===== src/rtl/regop_pkg.sv =====
// Shared types for the register-op sequencer: opcodes, source selects, instruction word, FSM states.
package regop_pkg;

  localparam int INSTR_W = 7;

  typedef enum logic [1:0] {
    OP_NOT = 2'b00,
    OP_AND = 2'b01,
    OP_OR  = 2'b10,
    OP_XOR = 2'b11
  } op_e;

  typedef enum logic [2:0] {
    SRC_R0 = 3'd0,
    SRC_R1 = 3'd1,
    SRC_R2 = 3'd2,
    SRC_R3 = 3'd3,
    SRC_A0 = 3'd4,
    SRC_A1 = 3'd5,
    SRC_B0 = 3'd6,
    SRC_B1 = 3'd7
  } src_e;

  typedef struct packed {
    op_e        op;
    logic [1:0] dst;
    src_e       src;
  } instr_t;

  typedef enum logic [1:0] {
    ST_IDLE = 2'd0,
    ST_RUN  = 2'd1,
    ST_DONE = 2'd2
  } state_e;

endpackage


===== src/rtl/regop_sequencer_if.sv =====
// Program-load, operand and result handshake bundle for regop_sequencer.
interface regop_sequencer_if #(
  parameter int W     = 16,
  parameter int DEPTH = 64,
  parameter int AW    = $clog2(DEPTH)
);
  logic          prog_we;
  logic [AW-1:0] prog_addr;
  logic [6:0]    prog_data;
  logic [AW:0]   prog_len;
  logic          prog_err;
  logic          in_valid;
  logic          in_ready;
  logic [W-1:0]  a1, a0, b1, b0;
  logic          out_valid;
  logic          out_ready;
  logic [W-1:0]  y3, y2, y1, y0;
  logic          busy;

  modport master (
    output prog_we, prog_addr, prog_data, prog_len, in_valid, a1, a0, b1, b0, out_ready,
    input  prog_err, in_ready, out_valid, y3, y2, y1, y0, busy
  );

  modport slave (
    input  prog_we, prog_addr, prog_data, prog_len, in_valid, a1, a0, b1, b0, out_ready,
    output prog_err, in_ready, out_valid, y3, y2, y1, y0, busy
  );
endinterface


===== src/rtl/regop_alu.sv =====
// Combinational two-operand register op; zero latency, no flow control.
module regop_alu
  import regop_pkg::*;
#(
  parameter int W = 16
) (
  input  op_e          op,
  input  logic [W-1:0] dst_val,
  input  logic [W-1:0] src_val,
  output logic [W-1:0] res
);

  always_comb begin
    res = dst_val;
    case (op)
      // Logical not: result is 1 only when the source is entirely zero.
      OP_NOT:  res = {{(W-1){1'b0}}, (src_val == '0)};
      OP_AND:  res = dst_val & src_val;
      OP_OR:   res = dst_val | src_val;
      OP_XOR:  res = dst_val ^ src_val;
      default: res = dst_val;
    endcase
  end

endmodule


===== src/rtl/regop_sequencer.sv =====
// Runs a loaded register-op program over each accepted operand set, one instruction per cycle.
// Result valid len cycles after accept; held in DONE until out_ready, no input accepted meanwhile.
module regop_sequencer
  import regop_pkg::*;
#(
  parameter int W     = 16,
  parameter int DEPTH = 64,
  parameter int AW    = $clog2(DEPTH)
) (
  input logic             clk,
  input logic             rst_n,
  regop_sequencer_if.slave bus
);

  state_e              state_q, state_d;
  logic [AW-1:0]       pc_q, pc_d;
  logic [AW:0]         len_q, len_d;
  logic [3:0][W-1:0]   r_q, r_d;
  logic [3:0][W-1:0]   opnd_q, opnd_d;
  logic                prog_err_q, prog_err_d;

  logic [INSTR_W-1:0]  mem [DEPTH];
  instr_t              instr;
  logic [2:0]          src_idx;
  logic [W-1:0]        src_val;
  logic [W-1:0]        alu_res;
  logic [AW:0]         len_in;
  logic                addr_ok;
  logic                mem_we;

  assign addr_ok = int'({1'b0, bus.prog_addr}) < DEPTH;
  assign mem_we  = bus.prog_we && addr_ok && (state_q == ST_IDLE);
  assign len_in  = (bus.prog_len > (AW+1)'(DEPTH)) ? (AW+1)'(DEPTH) : bus.prog_len;

  assign instr   = instr_t'(mem[pc_q]);
  assign src_idx = instr.src;
  // Sources 4..7 read the latched operand copies in a0, a1, b0, b1 order.
  assign src_val = src_idx[2] ? opnd_q[src_idx[1:0]] : r_q[src_idx[1:0]];

  regop_alu #(.W(W)) u_alu (
    .op      (instr.op),
    .dst_val (r_q[instr.dst]),
    .src_val (src_val),
    .res     (alu_res)
  );

  always_comb begin
    state_d    = state_q;
    pc_d       = pc_q;
    len_d      = len_q;
    r_d        = r_q;
    opnd_d     = opnd_q;
    prog_err_d = prog_err_q | (bus.prog_we && addr_ok && (state_q != ST_IDLE));
    case (state_q)
      ST_IDLE: begin
        if (bus.in_valid) begin
          opnd_d  = {bus.b1, bus.b0, bus.a1, bus.a0};
          r_d     = {bus.b1, bus.b0, bus.a1, bus.a0};
          pc_d    = '0;
          len_d   = len_in;
          state_d = (len_in == '0) ? ST_DONE : ST_RUN;
        end
      end
      ST_RUN: begin
        r_d[instr.dst] = alu_res;
        pc_d           = pc_q + AW'(1);
        if ({1'b0, pc_q} == (len_q - (AW+1)'(1))) begin
          state_d = ST_DONE;
        end
      end
      ST_DONE: begin
        if (bus.out_ready) begin
          state_d = ST_IDLE;
        end
      end
      default: state_d = ST_IDLE;
    endcase
  end

  always_ff @(posedge clk or negedge rst_n) begin
    if (!rst_n) begin
      state_q    <= ST_IDLE;
      pc_q       <= '0;
      len_q      <= '0;
      r_q        <= '0;
      opnd_q     <= '0;
      prog_err_q <= 1'b0;
    end else begin
      state_q    <= state_d;
      pc_q       <= pc_d;
      len_q      <= len_d;
      r_q        <= r_d;
      opnd_q     <= opnd_d;
      prog_err_q <= prog_err_d;
    end
  end

  // Program store is deliberately not reset; a program survives a mid-run reset.
  always_ff @(posedge clk) begin
    if (mem_we) begin
      mem[bus.prog_addr] <= bus.prog_data;
    end
  end

  assign bus.in_ready  = (state_q == ST_IDLE);
  assign bus.out_valid = (state_q == ST_DONE);
  assign bus.busy      = (state_q == ST_RUN) || (state_q == ST_DONE);
  assign bus.prog_err  = prog_err_q;
  assign bus.y0        = r_q[0];
  assign bus.y1        = r_q[1];
  assign bus.y2        = r_q[2];
  assign bus.y3        = r_q[3];

endmodule

===== src/flat_wrapper.sv =====
// flat-port wrapper written by rule: the top's interface ports become plain ports
module regop_sequencer_flat import regop_pkg::*;
#(
  parameter int W     = 16,
  parameter int DEPTH = 64,
  parameter int AW    = $clog2(DEPTH)
)
  (clk, rst_n, bus_prog_we, bus_prog_addr, bus_prog_data, bus_prog_len, bus_in_valid, bus_a1, bus_a0, bus_b1, bus_b0, bus_out_ready, bus_prog_err, bus_in_ready, bus_out_valid, bus_y3, bus_y2, bus_y1, bus_y0, bus_busy);
  regop_sequencer_if #(.W(W), .DEPTH(DEPTH), .AW(AW)) bus_i ();
  input logic clk;
  input logic rst_n;
  input wire logic [$bits(bus_i.prog_we)-1:0] bus_prog_we;
  input wire logic [$bits(bus_i.prog_addr)-1:0] bus_prog_addr;
  input wire logic [$bits(bus_i.prog_data)-1:0] bus_prog_data;
  input wire logic [$bits(bus_i.prog_len)-1:0] bus_prog_len;
  input wire logic [$bits(bus_i.in_valid)-1:0] bus_in_valid;
  input wire logic [$bits(bus_i.a1)-1:0] bus_a1;
  input wire logic [$bits(bus_i.a0)-1:0] bus_a0;
  input wire logic [$bits(bus_i.b1)-1:0] bus_b1;
  input wire logic [$bits(bus_i.b0)-1:0] bus_b0;
  input wire logic [$bits(bus_i.out_ready)-1:0] bus_out_ready;
  output wire logic [$bits(bus_i.prog_err)-1:0] bus_prog_err;
  output wire logic [$bits(bus_i.in_ready)-1:0] bus_in_ready;
  output wire logic [$bits(bus_i.out_valid)-1:0] bus_out_valid;
  output wire logic [$bits(bus_i.y3)-1:0] bus_y3;
  output wire logic [$bits(bus_i.y2)-1:0] bus_y2;
  output wire logic [$bits(bus_i.y1)-1:0] bus_y1;
  output wire logic [$bits(bus_i.y0)-1:0] bus_y0;
  output wire logic [$bits(bus_i.busy)-1:0] bus_busy;
  assign bus_i.prog_we = bus_prog_we;
  assign bus_i.prog_addr = bus_prog_addr;
  assign bus_i.prog_data = bus_prog_data;
  assign bus_i.prog_len = bus_prog_len;
  assign bus_i.in_valid = bus_in_valid;
  assign bus_i.a1 = bus_a1;
  assign bus_i.a0 = bus_a0;
  assign bus_i.b1 = bus_b1;
  assign bus_i.b0 = bus_b0;
  assign bus_i.out_ready = bus_out_ready;
  assign bus_prog_err = bus_i.prog_err;
  assign bus_in_ready = bus_i.in_ready;
  assign bus_out_valid = bus_i.out_valid;
  assign bus_y3 = bus_i.y3;
  assign bus_y2 = bus_i.y2;
  assign bus_y1 = bus_i.y1;
  assign bus_y0 = bus_i.y0;
  assign bus_busy = bus_i.busy;
  regop_sequencer #(.W(W), .DEPTH(DEPTH), .AW(AW)) u_core (.clk(clk), .rst_n(rst_n), .bus(bus_i));
endmodule

===== config.mk =====
export PLATFORM = sky130hd
export DESIGN_NAME = regop_sequencer_flat
export DESIGN_NICKNAME = d
export VERILOG_FILES = /design/src/rtl/regop_pkg.sv /design/src/rtl/regop_sequencer_if.sv /design/src/rtl/regop_alu.sv /design/src/rtl/regop_sequencer.sv /design/src/flat_wrapper.sv
export SDC_FILE = /design/constraint.sdc
export NUM_CORES = 1
export LEC_CHECK = 0
export BUFFER_PORTS_ARGS = -buffer_cell sky130_fd_sc_hd__buf_4
export CORE_AREA = 8 8 192 285
export CTS_CLUSTER_SIZE = 12
export DETAILED_ROUTE_END_ITERATION = 16
export DIE_AREA = 0 0 200 293
export PLACE_DENSITY = 0.79
export SLEW_MARGIN = 20
export SYNTH_ARGS = -nofsm -noshare
export SYNTH_HDL_FRONTEND = slang
export SYNTH_SLANG_ARGS = --single-unit

===== constraint.sdc =====
create_clock -name clk -period 6.9 [get_ports clk]
set_input_delay 0.69 -clock clk [delete_from_list [all_inputs] [get_ports clk]]
set_output_delay 0.69 -clock clk [all_outputs]
set_load 0.005 [all_outputs]

==> impl_metrics.csv <==
group,metric,value,unit
outcome,outcome,"completed",
power,leakagePower,11.7,nW
synth,synth_top_cell_area_share,0.492,
final_layout,area_growth,12.3,%
final_layout,final_core_util,0.609,
worst_setup_path,rr_worst_depth,17,
synth,synth_common_cells,"edfxtp_1 (448), nand2_1 (250), nor2_1 (177), dfrtp_1 (144), mux2i_1 (104)",
grt,grt.total_usage,0.249,
final_layout,fin_nets,2230,
synth,yosys.area.top_type,"edfxtp_1",
timing,worstMarginPinSlew,1010,ps
worst_setup_path,crit_path_start_kind,"register",
floorplanning,core-area,50400,µm²
route,vias,17800,
cts,clk_pin_slew,60,ps
floorplanning,fp-row-count,101,
synth,async_reset_ff_frac,0.243,
cts,clockRootBuffer,"clkbuf_16",
final_layout,drive_gt1_frac,0.189,
synth,synthesis.nets,2113,
cts,hold_buffers,0,
floorplanning,fp.dieW,200,µm
placed_design,dp_hpwl,48700,µm
cts,clock_sinks,592,
power,peakVddDrop,287,µV
cts,clk_latency,610,ps
worst_setup_path,crit_arrival,6320,ps
power,finalPower,12.7,mW
hold_path,hp-class,"input port to asynchronous set/reset pin",
timing,holdWs,171,ps
route,wl_per_cell,26.1,µm
grt,grt_pass1_vias,18200,
route,drcViolationCount,0,
cts,cts_tree,"done",
timing,finalSetupViolCount,0,
cts,cts_resized,0,
worst_setup_path,cp_max_fo,56,
placed_design,gp_congestion,0.897,
synth,synth_edf_count,448,
floorplanning,start_util,0.542,
route,m1WireLength,25600,µm
route,antenna_left,0,
synth,synthCells,1988,
route,viasPerCell,6.31,
timing,max_slew_margin,0.328,
final_layout,final_cell_area,30700,µm²
route,wl,73600,µm
power,p_per_area,413,nW/µm²
placed_design,io_buffers,156,
timing,finalCritPeriodShare,0.846,
timing,finClkSkew,15.4,ps
cts,cts_buffers,57,
timing,hold_violations,0,
placed_design,place_inst,2715,
route,wl_met3,6400,µm
timing,fmax,171,MHz
placed_design,place_ws,1240,ps
timing,fin_crit,5840,ps
worst_setup_path,worstSetupPathType,"register to register",
final_layout,diodes,0,
cts,clockBufferDepth,3,
floorplanning,num_io_pins,157,
timing,rsz0062_at_grt,"false",
cts,htree_levels,2,
cts,cts_setup_buffers,0,
grt,antenna_found_initial,0,
synth,synthTopCellsByArea,"edfxtp_1 (49%), dfrtp_1 (13%), mux4_2 (7.4%)",
floorplanning,die-area,58600,µm²
worst_setup_path,rrSetupSlack,1060,ps
synth,syn_area_per_cell,13.8,µm²
synth,ys_seq_area_frac,0.624,
route,wl_met2,37000,µm
route,drtIter0Drc,2226,
placed_design,post_dp_cell_area,29000,µm²
timing,slew_violations,0,
synth,yosysWarnings,0,
worst_setup_path,critical_path_required,7380,ps
grt,grt_pass1_wl,110000,µm
timing,tns,0,ps
floorplanning,die_h,293,µm
timing,setup_ws,1060,ps
final_layout,final_cells,2821,
synth,netlist_area,27300,µm²
route,dr.max_layer_used,"met4",
synth,yosysMostFrequentCell,"edfxtp_1",
grt,grt_max_degree,85,
worst_setup_path,crit_path_end_kind,"register",
route,drtPass1Iterations,7,
synth,ys_ff_latch,592,
grt,grt-ovfl-total,0,
synth,synth_ff_type,"edfxtp_1",
synth,synth_cell_types,72,
flow_run,max_cap_viol_count,0,
[report_power, final]
group / switching [mW] / total [mW] / leakage [nW] / internal, mW
combinational: 2.91 / 5.01 / 5.04 / 2.10
clock: 1.30 / 2.93 / 0.820 / 1.63
sequential: 0.477 / 4.73 / 5.81 / 4.25
[metal layers]
metal  vias to the layer above  track usage
met3                       238       0.0397
met1                      8788        0.299
met5                         -            0
met2                      1001        0.420
met4                         0        0.143
li1                       7782            -
[cells in the final DEF (no fill, tap or decap), types with 4 or more instances in the layout]
| master | Yosys | routed |
|---|---|---|
| o221ai_1 | 5 | 5 |
| inv_1 | 82 | 82 |
| nand4_1 | 5 | 5 |
| xnor2_1 | 5 | 5 |
| mux2_2 | 24 | 24 |
| dfrtp_1 | 144 | 142 |
| clkbuf_1 | 74 | 40 |
| a31oi_1 | 5 | 5 |
| and2_1 | 5 | 4 |
| nor2_1 | 177 | 177 |
| nand3_1 | 11 | 11 |
| nand3b_1 | 11 | 11 |
| a32o_1 | 4 | 4 |
| a221o_1 | 60 | 60 |
| nand2_1 | 250 | 249 |
| edfxtp_1 | 448 | 448 |
| clkbuf_16 | 0 | 57 |
| a211oi_1 | 11 | 10 |
| mux4_1 | 10 | 10 |
| mux4_2 | 90 | 90 |
| o211a_1 | 39 | 39 |
| a22oi_1 | 12 | 12 |
| o21ai_0 | 76 | 76 |
| nor3_1 | 14 | 14 |
| mux2i_1 | 104 | 104 |
| ha_1 | 36 | 35 |
| a21oi_1 | 75 | 74 |
| a22oi_2 | 5 | 5 |
| o31ai_1 | 47 | 47 |
| nor2b_1 | 9 | 9 |
| and3_1 | 4 | 4 |
| buf_4 | 12 | 192 |
| o22ai_1 | 13 | 13 |
| a2111o_1 | 14 | 14 |
| clkbuf_8 | 0 | 4 |
[critical path, cell delays in order (launching register included)]
cell and delay (ps):
dfrtp_4 970, buf_4 460, buf_4 290, mux4_2 300, nor3_1 70, or4_4 560
and3_1 190, a32o_1 470, buf_4 280, o211a_1 130, a2111o_1 400, ha_1 310
a21oi_1 140, a21oi_1 60, a22oi_1 390, nor2_1 70, mux2_2 290, a221o_1 280
[worst paths after layout]
kind	from	to
max in group asynchronous	rst_n	u_core.len_q[0]
setup reg to reg	u_core.pc_q[1]	u_core.bus.y0[6]
setup / recovery	u_core.pc_q[1]	u_core.bus.y0[6]
hold reg to reg	u_core.bus.prog_err	u_core.bus.prog_err
min in group clk	bus_b0[11]	u_core.opnd_q[43]
hold / removal	rst_n	u_core.bus.y1[13]
[sequential cells by signal (all words and copies together), names as in the netlist]
register / count
u_core.mem: 448
u_core.opnd_q: 64
u_core.bus.y0: 16
u_core.bus.y1: 16
u_core.bus.y2: 16
u_core.bus.y3: 16
u_core.len_q: 7
u_core.pc_q: 6
u_core.state_q: 2
u_core.bus.prog_err: 1
[logic make-up after synthesis]
group                      Yosys count  synth area share
adders and majority gates           36            0.0165
DFF                                592             0.624
and+or+nand+nor                    512            0.0790
muxes                              230             0.133
buffers and inverters              222            0.0394
AOI/OAI and AO/OA                  389             0.106
xor gates and xnor gates             7           0.00224
[layout make-up]
| cell class | count | area (µm²) |
|---|---|---|
| Multi-Input combinational cell | 1174 | 9270 |
| Clock inverter | 5 | 83.8 |
| Clock buffer | 101 | 1630 |
| Fill cell | 3754 | 19700 |
| Sequential cell | 592 | 17100 |
| Tap cell | 669 | 837 |
| Timing Repair Buffer | 195 | 1490 |
| Inverter | 85 | 319 |
No activity file was read; power rests on OpenSTA's default activity.
